## src/rtl/subbytes_shiftrows_serial_if.sv

```systemverilog
// Handshake bundle for the byte-serial SubBytes/ShiftRows stage: an input
// state channel, an output state channel and a busy indicator.
interface subbytes_shiftrows_serial_if;
    logic         in_valid;
    logic         in_ready;
    logic [127:0] in_state;
    logic         out_valid;
    logic         out_ready;
    logic [127:0] out_state;
    logic         busy;

    // Side that produces input states and consumes results.
    modport master (
        output in_valid, in_state, out_ready,
        input  in_ready, out_valid, out_state, busy
    );

    // The round stage itself.
    modport slave (
        input  in_valid, in_state, out_ready,
        output in_ready, out_valid, out_state, busy
    );
endinterface

```

## src/rtl/subbytes_shiftrows_serial.sv

```systemverilog
// Byte-serial AES SubBytes + ShiftRows. One state is captured, its 16 bytes
// are pushed through a single sbox, one byte per cycle, and each substituted
// byte lands directly in its ShiftRows position of the output register.
module subbytes_shiftrows_serial #(
    parameter bit SHIFT_EN = 1'b1
) (
    input  logic                          clk,
    input  logic                          rst,
    subbytes_shiftrows_serial_if.slave    bus
);

    typedef enum logic [1:0] {
        ST_IDLE = 2'd0,
        ST_BUSY = 2'd1,
        ST_DONE = 2'd2
    } state_t;

    state_t         state_q, state_d;
    logic [3:0]     k_q, k_d;
    logic [127:0]   src_q, src_d;
    logic [127:0]   out_q, out_d;

    logic [7:0]     sub_in;
    logic [7:0]     sub_out;
    logic [1:0]     dst_col;
    logic [3:0]     dst_idx;

    // Byte k sits at bits 127-8k; {~k, 3'b111} is that MSB index.
    assign sub_in  = src_q[{~k_q, 3'b111} -: 8];
    // ShiftRows moves row r left by r: source column c lands in column c-r.
    assign dst_col = k_q[3:2] - k_q[1:0];
    assign dst_idx = SHIFT_EN ? {dst_col, k_q[1:0]} : k_q;

    sbox u_sbox (
        .input_byte  (sub_in),
        .output_byte (sub_out)
    );

    // Next-state, counter, capture and write-back logic.
    always_comb begin
        // NOTE: every variable gets its hold value first so no path leaves it unassigned (no latch).
        state_d = state_q;
        k_d     = k_q;
        src_d   = src_q;
        out_d   = out_q;
        unique case (state_q)
            ST_IDLE: begin
                if (bus.in_valid) begin
                    src_d   = bus.in_state;
                    k_d     = 4'd0;
                    state_d = ST_BUSY;
                end
            end
            ST_BUSY: begin
                out_d[{~dst_idx, 3'b111} -: 8] = sub_out;
                k_d = k_q + 4'd1;
                if (k_q == 4'd15) begin
                    state_d = ST_DONE;
                end
            end
            ST_DONE: begin
                if (bus.out_ready) begin
                    state_d = ST_IDLE;
                end
            end
            default: begin
                state_d = ST_IDLE;
            end
        endcase
    end

    // State registers with synchronous reset; a reset mid-operation drops the partial result.
    always_ff @(posedge clk) begin
        // NOTE: sequential state uses non-blocking assignments so every flop samples pre-edge values.
        if (rst) begin
            // NOTE: the 128-bit result/source registers are plain flops, so they are reset to a known zero.
            state_q <= ST_IDLE;
            k_q     <= 4'd0;
            src_q   <= 128'h0;
            out_q   <= 128'h0;
        end else begin
            state_q <= state_d;
            k_q     <= k_d;
            src_q   <= src_d;
            out_q   <= out_d;
        end
    end

    assign bus.in_ready  = (state_q == ST_IDLE);
    assign bus.busy      = (state_q == ST_BUSY);
    assign bus.out_valid = (state_q == ST_DONE);
    assign bus.out_state = out_q;

endmodule

// Combinational AES forward S-box, table driven. Entry x sits at bits 2047-8x.
module sbox (
    input  logic [7:0] input_byte,
    output logic [7:0] output_byte
);

    localparam logic [2047:0] SBOX_TABLE = {
        128'h637c777bf26b6fc53001672bfed7ab76,
        128'hca82c97dfa5947f0add4a2af9ca472c0,
        128'hb7fd9326363ff7cc34a5e5f171d83115,
        128'h04c723c31896059a071280e2eb27b275,
        128'h09832c1a1b6e5aa0523bd6b329e32f84,
        128'h53d100ed20fcb15b6acbbe394a4c58cf,
        128'hd0efaafb434d338545f9027f503c9fa8,
        128'h51a3408f929d38f5bcb6da2110fff3d2,
        128'hcd0c13ec5f974417c4a77e3d645d1973,
        128'h60814fdc222a908846eeb814de5e0bdb,
        128'he0323a0a4906245cc2d3ac629195e479,
        128'he7c8376d8dd54ea96c56f4ea657aae08,
        128'hba78252e1ca6b4c6e8dd741f4bbd8b8a,
        128'h703eb5664803f60e613557b986c11d9e,
        128'he1f8981169d98e949b1e87e9ce5528df,
        128'h8ca1890dbfe6426841992d0fb054bb16
    };

    assign output_byte = SBOX_TABLE[{~input_byte, 3'b111} -: 8];

endmodule

```

## src/flat_wrapper.sv

```systemverilog
// flat-port wrapper written by rule: the top's interface ports become plain ports
module subbytes_shiftrows_serial_flat 
#(
    parameter bit SHIFT_EN = 1'b1
)
  (clk, rst, bus_in_valid, bus_in_state, bus_out_ready, bus_in_ready, bus_out_valid, bus_out_state, bus_busy);
  subbytes_shiftrows_serial_if bus_i ();
  input  logic clk;
  input  logic rst;
  input wire logic [$bits(bus_i.in_valid)-1:0] bus_in_valid;
  input wire logic [$bits(bus_i.in_state)-1:0] bus_in_state;
  input wire logic [$bits(bus_i.out_ready)-1:0] bus_out_ready;
  output wire logic [$bits(bus_i.in_ready)-1:0] bus_in_ready;
  output wire logic [$bits(bus_i.out_valid)-1:0] bus_out_valid;
  output wire logic [$bits(bus_i.out_state)-1:0] bus_out_state;
  output wire logic [$bits(bus_i.busy)-1:0] bus_busy;
  assign bus_i.in_valid = bus_in_valid;
  assign bus_i.in_state = bus_in_state;
  assign bus_i.out_ready = bus_out_ready;
  assign bus_in_ready = bus_i.in_ready;
  assign bus_out_valid = bus_i.out_valid;
  assign bus_out_state = bus_i.out_state;
  assign bus_busy = bus_i.busy;
  subbytes_shiftrows_serial #(.SHIFT_EN(SHIFT_EN)) u_core (.clk(clk), .rst(rst), .bus(bus_i));
endmodule
```

## config.mk

```make
export PLATFORM = sky130hd
export DESIGN_NAME = subbytes_shiftrows_serial_flat
export DESIGN_NICKNAME = d
export VERILOG_FILES = /design/src/rtl/subbytes_shiftrows_serial_if.sv /design/src/rtl/subbytes_shiftrows_serial.sv /design/src/flat_wrapper.sv
export SDC_FILE = /design/constraint.sdc
export NUM_CORES = 1
export LEC_CHECK = 0
export ABC_AREA = 1
export CAP_MARGIN = 20
export CORE_UTILIZATION = 55
export CTS_BUF_LIST = sky130_fd_sc_hd__clkbuf_2 sky130_fd_sc_hd__clkbuf_4 sky130_fd_sc_hd__clkbuf_8
export DETAILED_ROUTE_END_ITERATION = 8
export HOLD_SLACK_MARGIN = 0.1
export PLACE_DENSITY = 0.79
export SLEW_MARGIN = 25
export SYNTH_ARGS = -nofsm -noshare
export SYNTH_HDL_FRONTEND = slang
export SYNTH_HIERARCHICAL = 1
export SYNTH_SLANG_ARGS = --single-unit
```

## constraint.sdc

```tcl
create_clock -name clk -period 4.6 [get_ports clk]
set_clock_uncertainty 0.15 [all_clocks]
set_input_delay 0.69 -clock clk [delete_from_list [all_inputs] [get_ports clk]]
set_output_delay 0.69 -clock clk [all_outputs]
set_load 0.05 [all_outputs]
```

==> results.yml <==
timing:
  finalCritPeriodShare: 0.936
  setup_violations: 0
  relSlewSlack: 0.334
  min_period_ns: 4.30
  tightest_slew_ns: 0.996
  fin_ws_ns: 0.295
  max_freq_mhz: 232
  hold_viol: 0
  rsz0062_at_grt: "no"
  tns_ns: 0
  slew_viol_final: 0
grt:
  grt_start_max_net_pins: 132
  grt-ovfl-total: 0
  antenna_found_initial: 1
  grt_use_total: 0.408
  grt_pass1_wl_um: 91200
  grt_pass1_vias: 17000
cts:
  cts_tree: "done"
  cts_buffers: 43
  clock_latency_ns: 0.58
  cts-root-buf: "clkbuf_8"
  cts.clk_slew.worst_paths_ns: 0.07
  clock_sinks: 262
  hold_buffers: 0
  ctsHtreeMaxLevel: 2
  cts_buffer_depth: 3
power_and_ir_drop:
  irDropWorstVdd_uv: 353
  p_per_area_nw_per_um2: 400
  leakagePower_uw: 0.00864
  power.total_uw: 7460
placement:
  place_ws_ns: 0.469
  portBuffers: 262
  gp_congestion: 1.06
  dp.cells: 2988
  dp_hpwl_um: 39700
outcome:
  status: "finished, final reports clean"
setup_path:
  cp_slowest_cell: "nand2_1"
  critical_path_class: "reg -> reg"
  path_max_fanout: 25
  critPathMaxStageDelay_ns: 0.39
  crit_family: "simple AND/OR/NAND/NOR gates"
  r2r_end: "u_core/bus.out_state[61]$_SDFFE_PP0P_"
  path_cells: "inv_2, buf_12, nor2_1, nand2_1, nand3_1, nand3_1, nand2_1, inv_2, buf_4, nand2_1, nand2_1, nand2_1, nand2_1, nand2_1, nand2_1, nand2_1, nand2_1, nand2_1, nand2_1, nand3_1, nor2_1, nor2_1, nor2_1"
  cp-start-kind: "flop"
  reg2reg_depth: 23
  crit_top_cell: "nand2_1"
  crit_arrival_ns: 4.64
  reg2reg_slack_ns: 0.30
  worstPathRequired_ns: 4.94
  crit_buf_inv: 4
  startpoint: "u_core/k_q[1]$_SDFFE_PP0P_"
  r2r_start: "u_core/k_q[1]$_SDFFE_PP0P_"
  critPathCaptureType: "flop"
final_layout:
  layout.cells.non_filler: 3065
  num-fill-cells: 2109
  drive_gt1_frac: 0.0639
  multi_input_area_um2: 7870
  n_antenna_cell: 0
  register_area_um2: 5250
  finish.utilization: 0.694
  final_nets: 2844
  area_delta_synth_final_pct: 24.0
worst_hold_path:
  min-delay-start: "u_core/src_q[17]$_SDFFE_PP0P_"
  worstHoldEndpoint: "u_core/src_q[17]$_SDFFE_PP0P_"
  min_path_type: "reg -> reg"
  hold_depth: 2
floorplanning:
  fp.dieW_um: 167
  core_um2: 26900
  die_h_um: 167
  rows: 60
  start_util: 0.560
  io_pins: 263
  dieArea_um2: 28000
route:
  routed_wl_um: 58200
  drtIter0Drc: 2532
  wl_met2_um: 26900
  dr_total_vias: 17900
  top_layer: "met5"
  wl_per_cell_um: 19.0
  route.antenna.remaining_nets: 0
  drtPass1Iterations: 6
  drt-vias-per-instance: 5.85
  met1_length_um: 21600
  drcViolationCount: 0
  wl_met3_um: 6400
synthesis:
  synth_cells: 2510
  syn_area_um2: 15000
  yosysTopAreaCell: "dfxtp_1"
  synth-seq-cells: 262
  netlist.area_leader.share: 0.349
  synth_cell_types: 26
  ys.warnings.count: 6
  syn-num-nets: 2661
  synth_seq_area_share: 0.349
  ys_top_cells_by_area: "dfxtp_1 35%, nand2_1 16%, nand3_1 14%, nor2_1 9.1%, inv_1 8.0%"
  syn_avg_cell_area_um2: 5.99
job:
  max-cap-violations: 0
[worst min-delay path, delay by kind of cell, from the launching register on]
family | cells | cell delay, ns
AO/OA/AOI/OAI | 1 | 0.06
buffers and inverters | 1 | 0.06
flip-flops | 1 | 0.30
[registers in the layout, summed over array words and instances (netlist names)]
name	cells
u_core/k_q	4
u_core/bus.out_state	128
u_core/state_q	2
u_core/src_q	128
[layout make-up]
type / count / share of cell area
inverter: 328 / 0.0663
clock inverter: 12 / 0.00429
tap: 341 / 0.0229
multi-input combinational: 1762 / 0.422
clock buffer: 64 / 0.0455
timing repair buffer: 296 / 0.158
sequential: 262 / 0.281
[Yosys cell counts]
| cell type | n |
|---|---|
| or2_2 | 24 |
| buf_6 | 2 |
| buf_1 | 19 |
| o211ai_1 | 9 |
| nor3_1 | 1 |
| nand3_2 | 9 |
| nand4_1 | 4 |
| buf_4 | 6 |
| ha_1 | 19 |
| nand2_1 | 627 |
| inv_1 | 319 |
| a21oi_2 | 1 |
| clkbuf_1 | 70 |
| nand3_1 | 435 |
| clkinv_1 | 2 |
| a31oi_1 | 1 |
| nand2_4 | 1 |
| a21oi_1 | 110 |
| inv_2 | 7 |
| dfxtp_1 | 262 |
| buf_2 | 61 |
| o21ai_0 | 140 |
| nor2_2 | 7 |
| nor2_1 | 364 |
| nand3b_1 | 1 |
| nand2_2 | 9 |
[per-layer routing]
layer / track usage / vias to the layer above
met1: 0.501 / 8130
met5: 0 / -
met2: 0.672 / 1331
met4: 0.231 / 2
li1: - / 8210
met3: 0.0749 / 265
[power by group]
part	switching (uW)	total, uW	internal, uW
registers	70.0	2480	2410
logic	2010	2820	809
clock network	977	2170	1190
total	3050	7460	4410
[kinds of logic after synthesis]
group	Yosys count	share of synthesized area
adders and majority gates	19	0.0158
buffers and inverters	486	0.129
AOI/OAI and AO/OA	261	0.0887
DFF	262	0.349
and+or+nand+nor	1482	0.418
[timing repair]
item	CTS	global route
endpoints found under the setup margin	0	6
resized for setup	0	1
setup buffers	0	1
[worst max path at each step]
stage | end | slack (ns) | cells after the start
finish | u_core/bus.out_state[61]$_SDFFE_PP0P_ | 0.30 | 23
global route | u_core/bus.out_state[62]$_SDFFE_PP0P_ | 0.08 | 19
CTS | u_core/bus.out_state[61]$_SDFFE_PP0P_ | 0.37 | 22
detailed placement | u_core/bus.out_state[61]$_SDFFE_PP0P_ | 0.47 | 22
global placement | u_core/bus.out_state[61]$_SDFFE_PP0P_ | 0.55 | 22
floorplan | u_core/bus.out_state[110]$_SDFFE_PP0P_ | 1.10 | 22
[through the flow]
step | hold WS, ns | area (um^2)
3_5_place_dp | 0.295 | 17700
2_1_floorplan | 0.279 | 15000
3_3_place_gp | 0.289 | 17700
4_1_cts | 0.306 | 18600
6_report | 0.312 | 18700
5_1_grt | 0.321 | 18700
[layout by cell type (no fill, tap or decap), drive strengths merged]
| cell | count |
|---|---|
| nand2 | 637 |
| nand3 | 444 |
| nor2 | 371 |
| inv | 327 |
| clkdlybuf4s50 | 262 |
| dfxtp | 262 |
| o21ai | 140 |
| a21oi | 111 |
| clkbuf | 64 |
| buf | 34 |
| or2 | 24 |
| ha | 19 |
| clkinv | 11 |
| o211ai | 9 |
| nand4 | 4 |
| clkinvlp | 2 |
| nand3b | 1 |
| nor3 | 1 |
| a31oi | 1 |
Note: power is estimated with default switching activity, not from simulation.
